$ cat config.mk
export PLATFORM = sky130hd
export DESIGN_NAME = life_gen_sequencer
export DESIGN_NICKNAME = d
export VERILOG_FILES = /design/src/rtl/life_pkg.sv /design/src/rtl/life_frame_divider.sv /design/src/rtl/life_gen_sequencer.sv
export SDC_FILE = /design/constraint.sdc
export NUM_CORES = 1
export LEC_CHECK = 0
export CAP_MARGIN = 20
export CORE_AREA = 5 5 77 79
export CTS_CLUSTER_SIZE = 12
export DETAILED_ROUTE_END_ITERATION = 8
export DIE_AREA = 0 0 82 84
export HOLD_SLACK_MARGIN = 0.08
export PLACE_DENSITY = 0.57
export SLEW_MARGIN = 20
export SYNTH_ARGS = -nofsm -noshare
export SYNTH_HDL_FRONTEND = slang
export SYNTH_SLANG_ARGS = --single-unit
$ cat constraint.sdc
create_clock -name clk -period 1.78 [get_ports clk]
set_input_delay 0.178 -clock clk [delete_from_list [all_inputs] [get_ports clk]]
set_output_delay 0.178 -clock clk [all_outputs]
set_load 0.02 [all_outputs]
$ cat src/rtl/life_pkg.sv
// life_pkg: shared sizing constants, FSM state encoding and the frame
// divider limit lookup for the life generation sequencer.
package life_pkg;

  localparam int BOARD_W_BITS   = 3;
  localparam int BOARD_H_BITS   = 3;
  localparam int CELL_BITS_DEF  = BOARD_W_BITS + BOARD_H_BITS;
  localparam int FRAME_CNT_BITS = 3;

  typedef enum logic {
    ST_COPY    = 1'b0,
    ST_COMPUTE = 1'b1
  } state_t;

  // Number of frames minus one between ticks: 2**speed - 1.
  function automatic logic [FRAME_CNT_BITS-1:0] frame_limit(input logic [1:0] speed);
    logic [FRAME_CNT_BITS-1:0] lim;
    case (speed)
      2'd0:    lim = 3'd0;
      2'd1:    lim = 3'd1;
      2'd2:    lim = 3'd3;
      default: lim = 3'd7;
    endcase
    return lim;
  endfunction

endpackage

$ cat src/rtl/life_frame_divider.sv
// life_frame_divider: vsync rising-edge detect and frame-rate divider.
// tick_o fires on a vsync rise once 2**speed frames have elapsed; load_i
// sampled on a vsync rise restarts the frame count instead.
module life_frame_divider
  import life_pkg::*;
(
  input  logic       clk,
  input  logic       rst_n,
  input  logic       vsync_i,
  input  logic [1:0] speed_i,
  input  logic       load_i,
  output logic       vrise_o,
  output logic       tick_o
);

  localparam logic [FRAME_CNT_BITS-1:0] FRAME_ONE = 1;

  logic                      vsync_q;
  logic [FRAME_CNT_BITS-1:0] frame_cnt_q;
  logic [FRAME_CNT_BITS-1:0] frame_cnt_d;
  logic                      at_limit;

  assign vrise_o  = vsync_i & ~vsync_q;
  assign at_limit = (frame_cnt_q >= frame_limit(speed_i));
  assign tick_o   = vrise_o & at_limit;

  // Frame counter advances once per vsync rise; cleared on tick or reload.
  always_comb begin
    frame_cnt_d = frame_cnt_q;
    if (vrise_o) begin
      if (load_i || at_limit) begin
        frame_cnt_d = '0;
      end else begin
        frame_cnt_d = frame_cnt_q + FRAME_ONE;
      end
    end
  end

  // Register vsync history and the frame count.
  always_ff @(posedge clk) begin
    if (!rst_n) begin
      vsync_q     <= 1'b0;
      frame_cnt_q <= '0;
    end else begin
      vsync_q     <= vsync_i;
      frame_cnt_q <= frame_cnt_d;
    end
  end

endmodule

$ cat src/rtl/life_gen_sequencer.sv
// life_gen_sequencer: sweeps the life board one cell per tick, first copying
// curr into prev (COPY) then computing the next generation into curr
// (COMPUTE). Optional single-step support is built when LIFE_SINGLE_STEP_EN
// is defined; otherwise the step input is ignored.
//
//   state      | meaning
//   ST_COPY    | prev[cell] <= curr[cell] per tick, display curr
//   ST_COMPUTE | curr[cell] <= rule(prev) per tick, display prev
module life_gen_sequencer
  import life_pkg::*;
#(
  parameter int CELL_BITS = CELL_BITS_DEF
) (
  input  logic                 clk,
  input  logic                 rst_n,
  input  logic                 vsync,
  input  logic                 pause,
  input  logic                 pattern_load,
  input  logic [1:0]           speed,
  input  logic                 step,
  output logic [CELL_BITS-1:0] cell_idx,
  output logic [CELL_BITS-1:0] next_idx,
  output logic                 copy_we,
  output logic                 compute_we,
  output logic                 load_we,
  output logic                 disp_sel,
  output logic                 gen_done,
  output logic [7:0]           gen_count
);

  localparam logic [CELL_BITS-1:0] CELL_MAX = '1;
  localparam logic [CELL_BITS-1:0] CELL_ONE = 1;

  logic                 vrise;
  logic                 tick;
  logic                 tick_en;
  logic                 load_now;
  logic                 last_cell;
  logic                 gen_end;
  state_t               state_q;
  logic [CELL_BITS-1:0] cell_idx_q;
  logic [7:0]           gen_count_q;
  logic                 copy_we_q;
  logic                 compute_we_q;
  logic                 load_we_q;
  logic                 disp_sel_q;
  logic                 gen_done_q;

  life_frame_divider u_div (
    .clk     (clk),
    .rst_n   (rst_n),
    .vsync_i (vsync),
    .speed_i (speed),
    .load_i  (pattern_load),
    .vrise_o (vrise),
    .tick_o  (tick)
  );

  assign load_now  = vrise & pattern_load;
  assign last_cell = (cell_idx_q == CELL_MAX);
  // Last COMPUTE write of the sweep: the generation completes on this edge.
  assign gen_end   = compute_we_q & last_cell;

`ifdef LIFE_SINGLE_STEP_EN
  logic step_q;
  logic armed_q;

  // A step rise while paused arms ticks until the current generation ends.
  always_ff @(posedge clk) begin
    if (!rst_n) begin
      step_q  <= 1'b0;
      armed_q <= 1'b0;
    end else begin
      step_q <= step;
      if (load_now || gen_end) begin
        armed_q <= 1'b0;
      end else if (step && !step_q && pause) begin
        armed_q <= 1'b1;
      end
    end
  end

  assign tick_en = tick & (~pause | armed_q);
`else
  logic unused_step;
  assign unused_step = step;
  assign tick_en     = tick & ~pause;
`endif

  // Look-ahead index for the neighbour counter; only meaningful in COMPUTE.
  always_comb begin
    next_idx = '0;
    if (state_q == ST_COMPUTE && !last_cell) begin
      next_idx = cell_idx_q + CELL_ONE;
    end
  end

  // Sweep FSM: strobe one cycle after the tick, advance the cell as it ends.
  always_ff @(posedge clk) begin
    if (!rst_n) begin
      state_q      <= ST_COPY;
      cell_idx_q   <= '0;
      gen_count_q  <= '0;
      copy_we_q    <= 1'b0;
      compute_we_q <= 1'b0;
      load_we_q    <= 1'b0;
      disp_sel_q   <= 1'b0;
      gen_done_q   <= 1'b0;
    end else begin
      copy_we_q    <= 1'b0;
      compute_we_q <= 1'b0;
      load_we_q    <= 1'b0;
      gen_done_q   <= 1'b0;
      if (load_now) begin
        load_we_q   <= 1'b1;
        state_q     <= ST_COPY;
        disp_sel_q  <= 1'b0;
        cell_idx_q  <= '0;
        gen_count_q <= '0;
      end else if (copy_we_q || compute_we_q) begin
        if (last_cell) begin
          cell_idx_q <= '0;
          if (state_q == ST_COPY) begin
            state_q    <= ST_COMPUTE;
            disp_sel_q <= 1'b1;
          end else begin
            state_q     <= ST_COPY;
            disp_sel_q  <= 1'b0;
            gen_done_q  <= 1'b1;
            gen_count_q <= gen_count_q + 8'd1;
          end
        end else begin
          cell_idx_q <= cell_idx_q + CELL_ONE;
        end
      end else if (tick_en) begin
        if (state_q == ST_COPY) begin
          copy_we_q <= 1'b1;
        end else begin
          compute_we_q <= 1'b1;
        end
      end
    end
  end

  assign cell_idx   = cell_idx_q;
  assign copy_we    = copy_we_q;
  assign compute_we = compute_we_q;
  assign load_we    = load_we_q;
  assign disp_sel   = disp_sel_q;
  assign gen_done   = gen_done_q;
  assign gen_count  = gen_count_q;

endmodule

==> impl_metrics.tcl, run 1 <==
set metrics [dict create \
    status "complete, no violations" \
    power_frac_comb_pct 10.1 \
    r2r-end "gen_count[3]" \
    required_ns 1.60 \
    critPathMaxFanout 5 \
    clock-sinks 23 \
    grt_pass1_wl_microns 5368 \
    first_iter_violations 28 \
    hold_buffers 0 \
    worstSetupPathType "reg2out" \
    avgSynthCellArea_sq_um 8.341 \
    critPathTopFamily "flip-flops" \
    cp_cell_sequence "ha_2, nand3_1, xor2_1, nor2_1, dlygate4sd2_1" \
    vdd_drop_max_v 0.0002741 \
    endpoint_kind "output pin" \
    p_int_w 0.0007250 \
    synth_area_leader_cell "dfxtp_1" \
    hold_path.class "reg2reg" \
    drt-vias-per-instance 4.518 \
    hold_depth 2 \
    routedWlPerCell_microns 11.29 \
    synth-edff-count 0 \
    die_area_sq_um 6888 \
    dr.pass1.iters 4 \
    fin_crit_sh_pct 94.14 \
    cts-buffers-inserted 3 \
    synth_fa_ha_area_share_pct 6.000 \
    clock_skew_ns 0.002969 \
    rsz0062_at_grt "false" \
    reg2reg_depth 6 \
    hold_viol_final 0 \
    period_minus_slack_ns 1.676 \
    worstMarginPinSlew_ns 0.5736 \
    fin_worst_hold_slack_ns 0.4865 \
    synth_top_family_by_area "simple AND/OR/NAND/NOR gates" \
    place_ws_ns -0.1273 \
    grtUsageTotal_pct 9.574 \
    p_seq_share_pct 55.5 \
    setup_viol 0 \
    synth_simple_gate_area_share_pct 28.80 \
    gp_congestion 0.7729 \
    async_reset_ff_share_pct 0 \
    clkLatencyLatePin_ns 0.26 \
    antenna_cells 0 \
    synthMuxAreaShare_pct 3.200 \
    top_level_ports 33 \
    grt_pass1_vias 1206 \
    path_buf_inv 1 \
    slowest_stage "dfxtp_1" \
    slew_headroom_pct 61.36 \
    synth_cell_type_count 34 \
    syn_area_sq_um 1251 \
    drive_gt1_share_pct 17.65 \
    regToRegSetupSlack_ns 0.13 \
    synthTopCellsByCount "dfxtp_1 (23), a21oi_1 (14), nand2_1 (11), nand3_1 (11), inv_1 (10)" \
    slew_viol_final 0 \
    synth_flop_cell "dfxtp_1" \
    p_leak_nw 0.6707 \
    grt_start_max_net_pins 19 \
    power_frac_clock_pct 34.4 \
    switching_share_pct 23.16 \
    cts_root_buffer "clkbuf_8" \
    portBuffers 31 \
    setup_slack_ns 0.1043 \
    cp-start-kind "flop" \
    clk_pin_slew_ns 0.08 \
    core_sq_um 5270 \
    synth.most_common_cell "dfxtp_1" \
    timing.rr.start "cell_idx[0]" \
    whs_endpoint "gen_count[7]" \
    vias 1247 \
    cts_tree "built" \
    die_w_microns 82 \
    power_switching_w 0.0002185 \
    synth-compound-area-share_pct 16.70 \
    grt.overflow.total 0 \
    postSynthCellCount 150 \
    start_util_pct 23.74 \
    hp-start "gen_count[7]" \
    clock_path_buffers 2 \
    nets 219 \
    fmax_ghz 0.5968 \
    synth-xor-area-share_pct 2.800 \
    p_per_area_nw_per_um2 507.1 \
    drc_errors 0 \
    synth_top_area_share_pct 36.80 \
    num_rows 27 \
    ant_nets 0 \
    synth_nets 164 \
    area_delta_synth_final_pct 48.70 \
    cap_violations 0 \
    worstPathArrival_ns 1.50 \
    die_h_microns 84 \
    place.detailed.hpwl_microns 2421 \
    yosys-top-cells-area "dfxtp_1 (37%), ha_1 (6.0%), a21oi_1 (5.6%), nand3_1 (4.4%), o21ai_0 (3.6%)" \
    h-tree-depth 1 \
    cpPeakStageDelay_ns 0.34 \
    antenna_found_initial 0 \
    ys_ff_latch 23 \
    seq_area_frac_synth_pct 36.80 \
    wl_microns 3116 \
    yosys_warnings 0 \
]
layer usage:
metal	vias up	track usage (%)	routed length, microns
met4	0	2.266	20
met3	2	1.620	139
met2	23	15.65	1412
met1	567	12.90	1544
met5	-	0	0
li1	655	-	-
logic make-up (layout without fill, tap and decap cells):
family	after synthesis	count (layout)
buffers and inverters	16	70
AO/OA/AOI/OAI	35	35
adder cells (fa/ha/maj)	6	6
flip-flops	23	23
multiplexers	4	4
XOR/XNOR	4	4
AND/OR/NAND/NOR	62	62
repair_timing:
action,4_1_cts,5_1_grt
pin swaps,0,1
resized for setup,10,3
endpoints found under the hold margin,0,0
setup endpoints to repair,9,10
buffers inserted,0,1
tightest hold or removal path, cell delays in order, from the launching register on:
cell and delay, ns:
dfxtp_1 0.32, nand3_1 0.06, mux2i_1 0.06
layout by cell type (no fill, tap or decap), types with 2 or more instances in the layout:
| cell | synthesis | layout |
|---|---|---|
| o31ai_1 | 3 | 3 |
| nand2_1 | 11 | 11 |
| xor2_1 | 3 | 3 |
| buf_4 | 2 | 25 |
| o211ai_1 | 6 | 6 |
| clkbuf_8 | 0 | 3 |
| dlygate4sd2_1 | 0 | 5 |
| nor2_1 | 9 | 9 |
| or2_2 | 2 | 2 |
| nand3b_1 | 5 | 5 |
| or4_1 | 3 | 3 |
| ha_1 | 6 | 5 |
| inv_1 | 10 | 10 |
| o21ai_0 | 9 | 8 |
| or3_1 | 6 | 6 |
| nand3_1 | 11 | 11 |
| mux2i_1 | 4 | 4 |
| clkdlybuf4s50_1 | 0 | 25 |
| a21oi_1 | 14 | 14 |
| nor4_1 | 4 | 3 |
| nor4b_1 | 2 | 2 |
| dfxtp_1 | 23 | 23 |
worst max-delay path by stage:
stage           startpoint                   end  slack [ns]  cells after the start
5_1_grt        cell_idx[1]           next_idx[4]      0.0003                      5
3_3_place_gp   cell_idx[0]           next_idx[1]       -0.08                      5
2_1_floorplan  cell_idx[0]          gen_count[7]        0.05                      5
4_1_cts        cell_idx[0]           next_idx[5]        0.01                      5
3_5_place_dp      speed[1]  u_div.frame_cnt_q[2]       -0.13                      6
6_report       cell_idx[0]           next_idx[4]        0.10                      5
sequential cells by signal, summed over array words and instances, names as in the netlist:
signal / cells
disp_sel: 1
cell_idx: 6
copy_we: 1
u_div.vsync_q: 1
gen_done: 1
u_div.frame_cnt_q: 3
compute_we: 1
gen_count: 8
load_we: 1
final cells by class:
cell class	instances	area (sq um)
Clock buffer	3	41.29
Clock inverter	1	5.005
Fill cell	568	3410
Inverter	10	37.54
Multi-Input combinational cell	111	739.5
Sequential cell	23	460.4
Tap cell	72	90.09
Timing Repair Buffer	56	486.7
power groups by stage:
stage                     clock network [W]  registers [W]  logic [W]
after floorplan                           0       0.000537  0.0000442
after global placement                    0       0.000536  0.0000953
after CTS                          0.000340       0.000524  0.0000968
after global routing               0.000356       0.000525   0.000108
final                              0.000325       0.000524  0.0000950
after detailed placement                  0       0.000536  0.0000962
through the flow:
step | area (sq um) | util [%] | setup TNS [ns] | total power (W) | instances
2_1_floorplan | 1251 | - | 0 | 0.0005812 | 150
3_3_place_gp | 1798 | 34.12 | -0.3366 | 0.0006310 | 271
3_5_place_dp | 1798 | 34.12 | -0.4616 | 0.0006319 | 271
4_1_cts | 1844 | 35.00 | 0 | 0.0009600 | 275
5_1_grt | 1861 | 35.30 | 0 | 0.0009882 | 276
6_report | 1861 | 35.30 | 0 | 0.0009435 | 276
(Power assumes the default switching activity.)
==> run 2: changes to the inputs <==
==> constraint.sdc (replaced) <==
create_clock -name clk -period 1.63 [get_ports clk]
set_input_delay 0.163 -clock clk [delete_from_list [all_inputs] [get_ports clk]]
set_output_delay 0.163 -clock clk [all_outputs]
set_load 0.02 [all_outputs]
==> impl_metrics.tcl, run 2 (synthesis gave the netlist of run 1 again) <==
set metrics [dict create \
    status "complete, no violations" \
    area_delta_synth_final_pct 51.80 \
    reg2reg_depth 6 \
    hold_path.class "reg2reg" \
    cap_violations 0 \
    grt_pass1_vias 1186 \
    wl_microns 3154 \
    rsz0062_at_grt "true" \
    required_ns 1.83 \
    worstPathArrival_ns 1.77 \
    place.detailed.hpwl_microns 2427 \
    final_common_cell "buf_4" \
    cts_root_buffer "clkbuf_8" \
    slew_viol_final 0 \
    cts_tree "built" \
    setup_tns_ns 0 \
    cp-start-kind "flop" \
    r2r-end "gen_count[3]" \
    drc_errors 0 \
    num_rows 27 \
    slew_headroom_pct 63.84 \
    grt_start_max_net_pins 19 \
    top_level_ports 33 \
    antenna_cells 0 \
    total_power_w 0.001031 \
    vdd_drop_max_v 0.0002990 \
    cts_setup_buffers 0 \
    setup_slack_ns 0.05433 \
    largest_reg_flops 8 \
    core_sq_um 5270 \
    timing.rr.start "cell_idx[0]" \
    drive_gt1_share_pct 24.04 \
    first_iter_violations 28 \
    start_util_pct 23.74 \
    hold_buffers 0 \
    fin_crit_sh_pct 96.67 \
    clkLatencyLatePin_ns 0.26 \
    p_per_area_nw_per_um2 542.8 \
    cp-startpoint "cell_idx[0]" \
    endpoint_kind "flop" \
    clock_path_buffers 2 \
    portBuffers 31 \
    grtUsageTotal_pct 9.645 \
    regToRegSetupSlack_ns 0.05 \
    nets 223 \
    hp-start "gen_count[7]" \
    grt_pass1_wl_microns 5340 \
    clk_pin_slew_ns 0.09 \
    place_ws_ns -0.2419 \
    p_leak_nw 0.7043 \
    h-tree-depth 1 \
    ant_nets 0 \
    gp_congestion 0.8152 \
    hold_depth 2 \
    dr.pass1.iters 4 \
    die_area_sq_um 6888 \
    hold_viol_final 0 \
    antenna_found_initial 0 \
    clock_skew_ns 0.006040 \
    die_h_microns 84 \
    fmax_ghz 0.6347 \
    grt.overflow.total 0 \
    setup_viol 0 \
    vias 1260 \
    worstMarginPinSlew_ns 0.5368 \
    cts-buffers-inserted 3 \
    clock-sinks 23 \
    mostFrequentLayoutCells "buf_4 (28), clkdlybuf4s50_1 (23), dfxtp_1 (20), a21oi_1 (12)" \
    routedWlPerCell_microns 11.26 \
    drt-vias-per-instance 4.500 \
    period_minus_slack_ns 1.576 \
    die_w_microns 82 \
    critPathMaxFanout 13 \
    worstSetupPathType "reg2reg" \
    whs_endpoint "gen_count[7]" \
]
[run 2: worst max-delay path by stage]
stage | endpoint | slack (ns) | depth (start not counted)
final | gen_count[3] | 0.05 | 6
after CTS | next_idx[0] | 0.004 | 6
after global routing | next_idx[5] | -0.005 | 5
after detailed placement | u_div.frame_cnt_q[2] | -0.24 | 6
after global placement | u_div.frame_cnt_q[2] | -0.20 | 6
after floorplan | next_idx[5] | 0.007 | 4
[run 2: per-layer routing]
layer	vias up	track usage [%]	part of all wire, %
met1	565	13.39	49
met3	2	2.052	5.9
met4	0	3.172	0.76
met2	24	14.62	44
met5	-	0	0
li1	669	-	-
[run 2: cell type report]
cell class	instances	area, sq um
Clock buffer	3	41.29
Inverter	10	37.54
Clock inverter	1	5.005
Tap cell	72	90.09
Multi-Input combinational cell	111	752.0
Fill cell	585	3371
Sequential cell	23	464.2
Timing Repair Buffer	60	509.2
[run 2: power by group]
group          switching [W]  total, W  internal, W  leakage (nW)
combinational      0.0000514  0.000107    0.0000552         0.491
clock               0.000182  0.000352     0.000170        0.0255
sequential        0.00000493  0.000572     0.000567         0.187
total               0.000238   0.00103     0.000793         0.704
[run 2: repair_timing]
action,CTS,global route
hold endpoints to repair,0,0
setup endpoints to repair,9,11
gates resized for setup,19,17
pin swaps,0,1
[run 2: critical path, cell delays in order, from the launching register on]
cell      delay, ns
dfxtp_2        0.36
ha_4           0.17
buf_4          0.11
o211ai_1       0.07
buf_4          0.18
or4_1          0.46
a21oi_1        0.15
[run 2: metrics by stage]
| step | area (sq um) | instances | hold slack [ns] | utilization, % |
|---|---|---|---|---|
| global route | 1899 | 280 | 0.5220 | 36.04 |
| finish | 1899 | 280 | 0.4891 | 36.04 |
| floorplan | 1254 | 150 | 0.2847 | - |
| detailed placement | 1838 | 276 | 0.4768 | 34.88 |
| global placement | 1838 | 276 | 0.4714 | 34.88 |
| CTS | 1884 | 280 | 0.4945 | 35.75 |
==> run 3: changes to the inputs <==
--- a/config.mk
+++ b/config.mk
@@ -6,12 +6,12 @@
 export NUM_CORES = 1
 export LEC_CHECK = 0
 export CAP_MARGIN = 20
-export CORE_AREA = 5 5 77 79
+export CORE_AREA = 2 2 74 76
 export CTS_CLUSTER_SIZE = 12
 export DETAILED_ROUTE_END_ITERATION = 8
-export DIE_AREA = 0 0 82 84
+export DIE_AREA = 0 0 76 78
 export HOLD_SLACK_MARGIN = 0.08
-export PLACE_DENSITY = 0.57
+export PLACE_DENSITY = 0.52
 export SLEW_MARGIN = 20
 export SYNTH_ARGS = -nofsm -noshare
 export SYNTH_HDL_FRONTEND = slang
==> constraint.sdc (replaced) <==
create_clock -name clk -period 1.9 [get_ports clk]
set_input_delay 0.19 -clock clk [delete_from_list [all_inputs] [get_ports clk]]
set_output_delay 0.19 -clock clk [all_outputs]
set_load 0.02 [all_outputs]
==> impl_metrics.tcl, run 3 (synthesis gave the netlist of run 1 again) <==
set metrics [dict create \
    status "complete, no violations" \
    cap_violations 0 \
    required_ns 1.71 \
    cp-start-kind "flop" \
    worstPathArrival_ns 1.59 \
    place_inst 261 \
    multi_input_area_sq_um 721.9 \
    p_int_w 0.0006770 \
    antenna_cells 0 \
    die_h_microns 78 \
    worstMarginPinSlew_ns 0.5022 \
    slowest_stage "dfxtp_1" \
    clk_pin_slew_ns 0.08 \
    place.detailed.hpwl_microns 2169 \
    final_common_cell "clkdlybuf4s50_1" \
    fill_cells 543 \
    fmax_ghz 0.5616 \
    hold_viol_final 0 \
    slew_headroom_pct 66.17 \
    critPathTopFamily "buffers and inverters" \
    grt_pass1_vias 1111 \
    cpPeakStageDelay_ns 0.34 \
    placed_area_sq_um 1735 \
    cts-buffers-inserted 3 \
    setup_tns_ns 0 \
    power_switching_w 0.0001969 \
    portBuffers 31 \
    drt-vias-per-instance 4.558 \
    clock_path_buffers 2 \
    die_w_microns 76 \
    grtUsageTotal_pct 9.842 \
    setup_viol 0 \
    first_iter_violations 55 \
    mostFrequentLayoutCells "clkdlybuf4s50_1 (25), dfxtp_1 (23), buf_4 (16), a21oi_1 (14)" \
    path_buf_inv 2 \
    fin_crit_sh_pct 93.72 \
    dr.pass1.iters 4 \
    fin_worst_hold_slack_ns 0.4836 \
    area_delta_synth_final_pct 41.90 \
    clock_skew_ns 0.003382 \
    nets 210 \
    cts_tree "built" \
    cts_setup_buffers 0 \
    power_frac_clock_pct 34.4 \
    grt_start_max_net_pins 19 \
    routedWlPerCell_microns 10.97 \
    vias 1208 \
    start_util_pct 24.81 \
    post-route-cell-area_sq_um 1775 \
    clock-sinks 23 \
    gp_congestion 0.7671 \
    ant_nets 0 \
    cts_root_buffer "clkbuf_8" \
    period_minus_slack_ns 1.781 \
    drive_gt1_share_pct 11.79 \
    core_sq_um 5042 \
    finalNonFillerCells 265 \
    top_level_ports 33 \
    endpoint_kind "output pin" \
    hold_path.class "reg2reg" \
    grt.overflow.total 0 \
    num_rows 26 \
    switching_share_pct 22.53 \
    total_power_w 0.0008738 \
    die_area_sq_um 5928 \
    antenna_found_initial 0 \
    largest_reg_flops 8 \
    drc_errors 0 \
    p_seq_share_pct 56.1 \
    vdd_drop_max_v 0.0002040 \
    worstSetupPathType "reg2out" \
    wl_microns 2908 \
    ff_latch_area_sq_um 460.4 \
    cp_cell_sequence "buf_4, nand2_1, or3_1, a21oi_1, dlygate4sd2_1" \
    critPathMaxFanout 6 \
    h-tree-depth 1 \
    clkLatencyLatePin_ns 0.26 \
    p_per_area_nw_per_um2 492.2 \
    p_leak_nw 0.6257 \
    rsz0062_at_grt "false" \
    slew_viol_final 0 \
    power_frac_comb_pct 9.5 \
    grt_pass1_wl_microns 4878 \
]
[run 3: routing by layer]
layer  GRT usage [%]  share of wire, %
met2           16.34                44
met1           12.87                50
met3           2.209               5.7
met5               0                 0
met4           2.727              0.65
[run 3: power by group through the flow]
stage | registers, W | logic, W | clock network [W]
global placement | 0.000502 | 0.0000830 | 0
detailed placement | 0.000502 | 0.0000833 | 0
finish | 0.000490 | 0.0000828 | 0.000301
CTS | 0.000491 | 0.0000839 | 0.000318
floorplan | 0.000503 | 0.0000414 | 0
global route | 0.000491 | 0.0000942 | 0.000335
[run 3: layout make-up]
cell class              count  share of cell area (%)
multi-input cells         111                   40.66
flip-flops and latches     23                   25.93
repair buffers             47                   23.82
well taps                  70                   4.933
clock buffers               4                   2.537
inverters                  10                   2.114
[run 3: what timing repair did]
item | CTS | global route
endpoints found under the setup margin | 6 | 3
hold buffers | 0 | 0
resized for setup | 7 | 1
[run 3: final timing paths]
path,from,to,slack (ns),depth (start not counted)
hold / removal,u_div.frame_cnt_q[1],u_div.frame_cnt_q[1],0.48,2
setup reg to reg,cell_idx[0],gen_count[3],0.33,5
hold reg to reg,u_div.frame_cnt_q[1],u_div.frame_cnt_q[1],0.48,2
setup / recovery,cell_idx[1],next_idx[5],0.12,5
[run 3: through the flow]
step,worst slack [ns],utilization (%)
after detailed placement,-0.02038,34.42
after floorplan,0.1699,-
after CTS,0.09612,35.21
after global placement,0.006762,34.42
after global routing,0.02792,35.21
final,0.1194,35.21
[run 3: worst min-delay path, cell delays in order (launching register included)]
cell	delay [ns]
dfxtp_1	0.33
nand2_1	0.06
a21oi_1	0.05
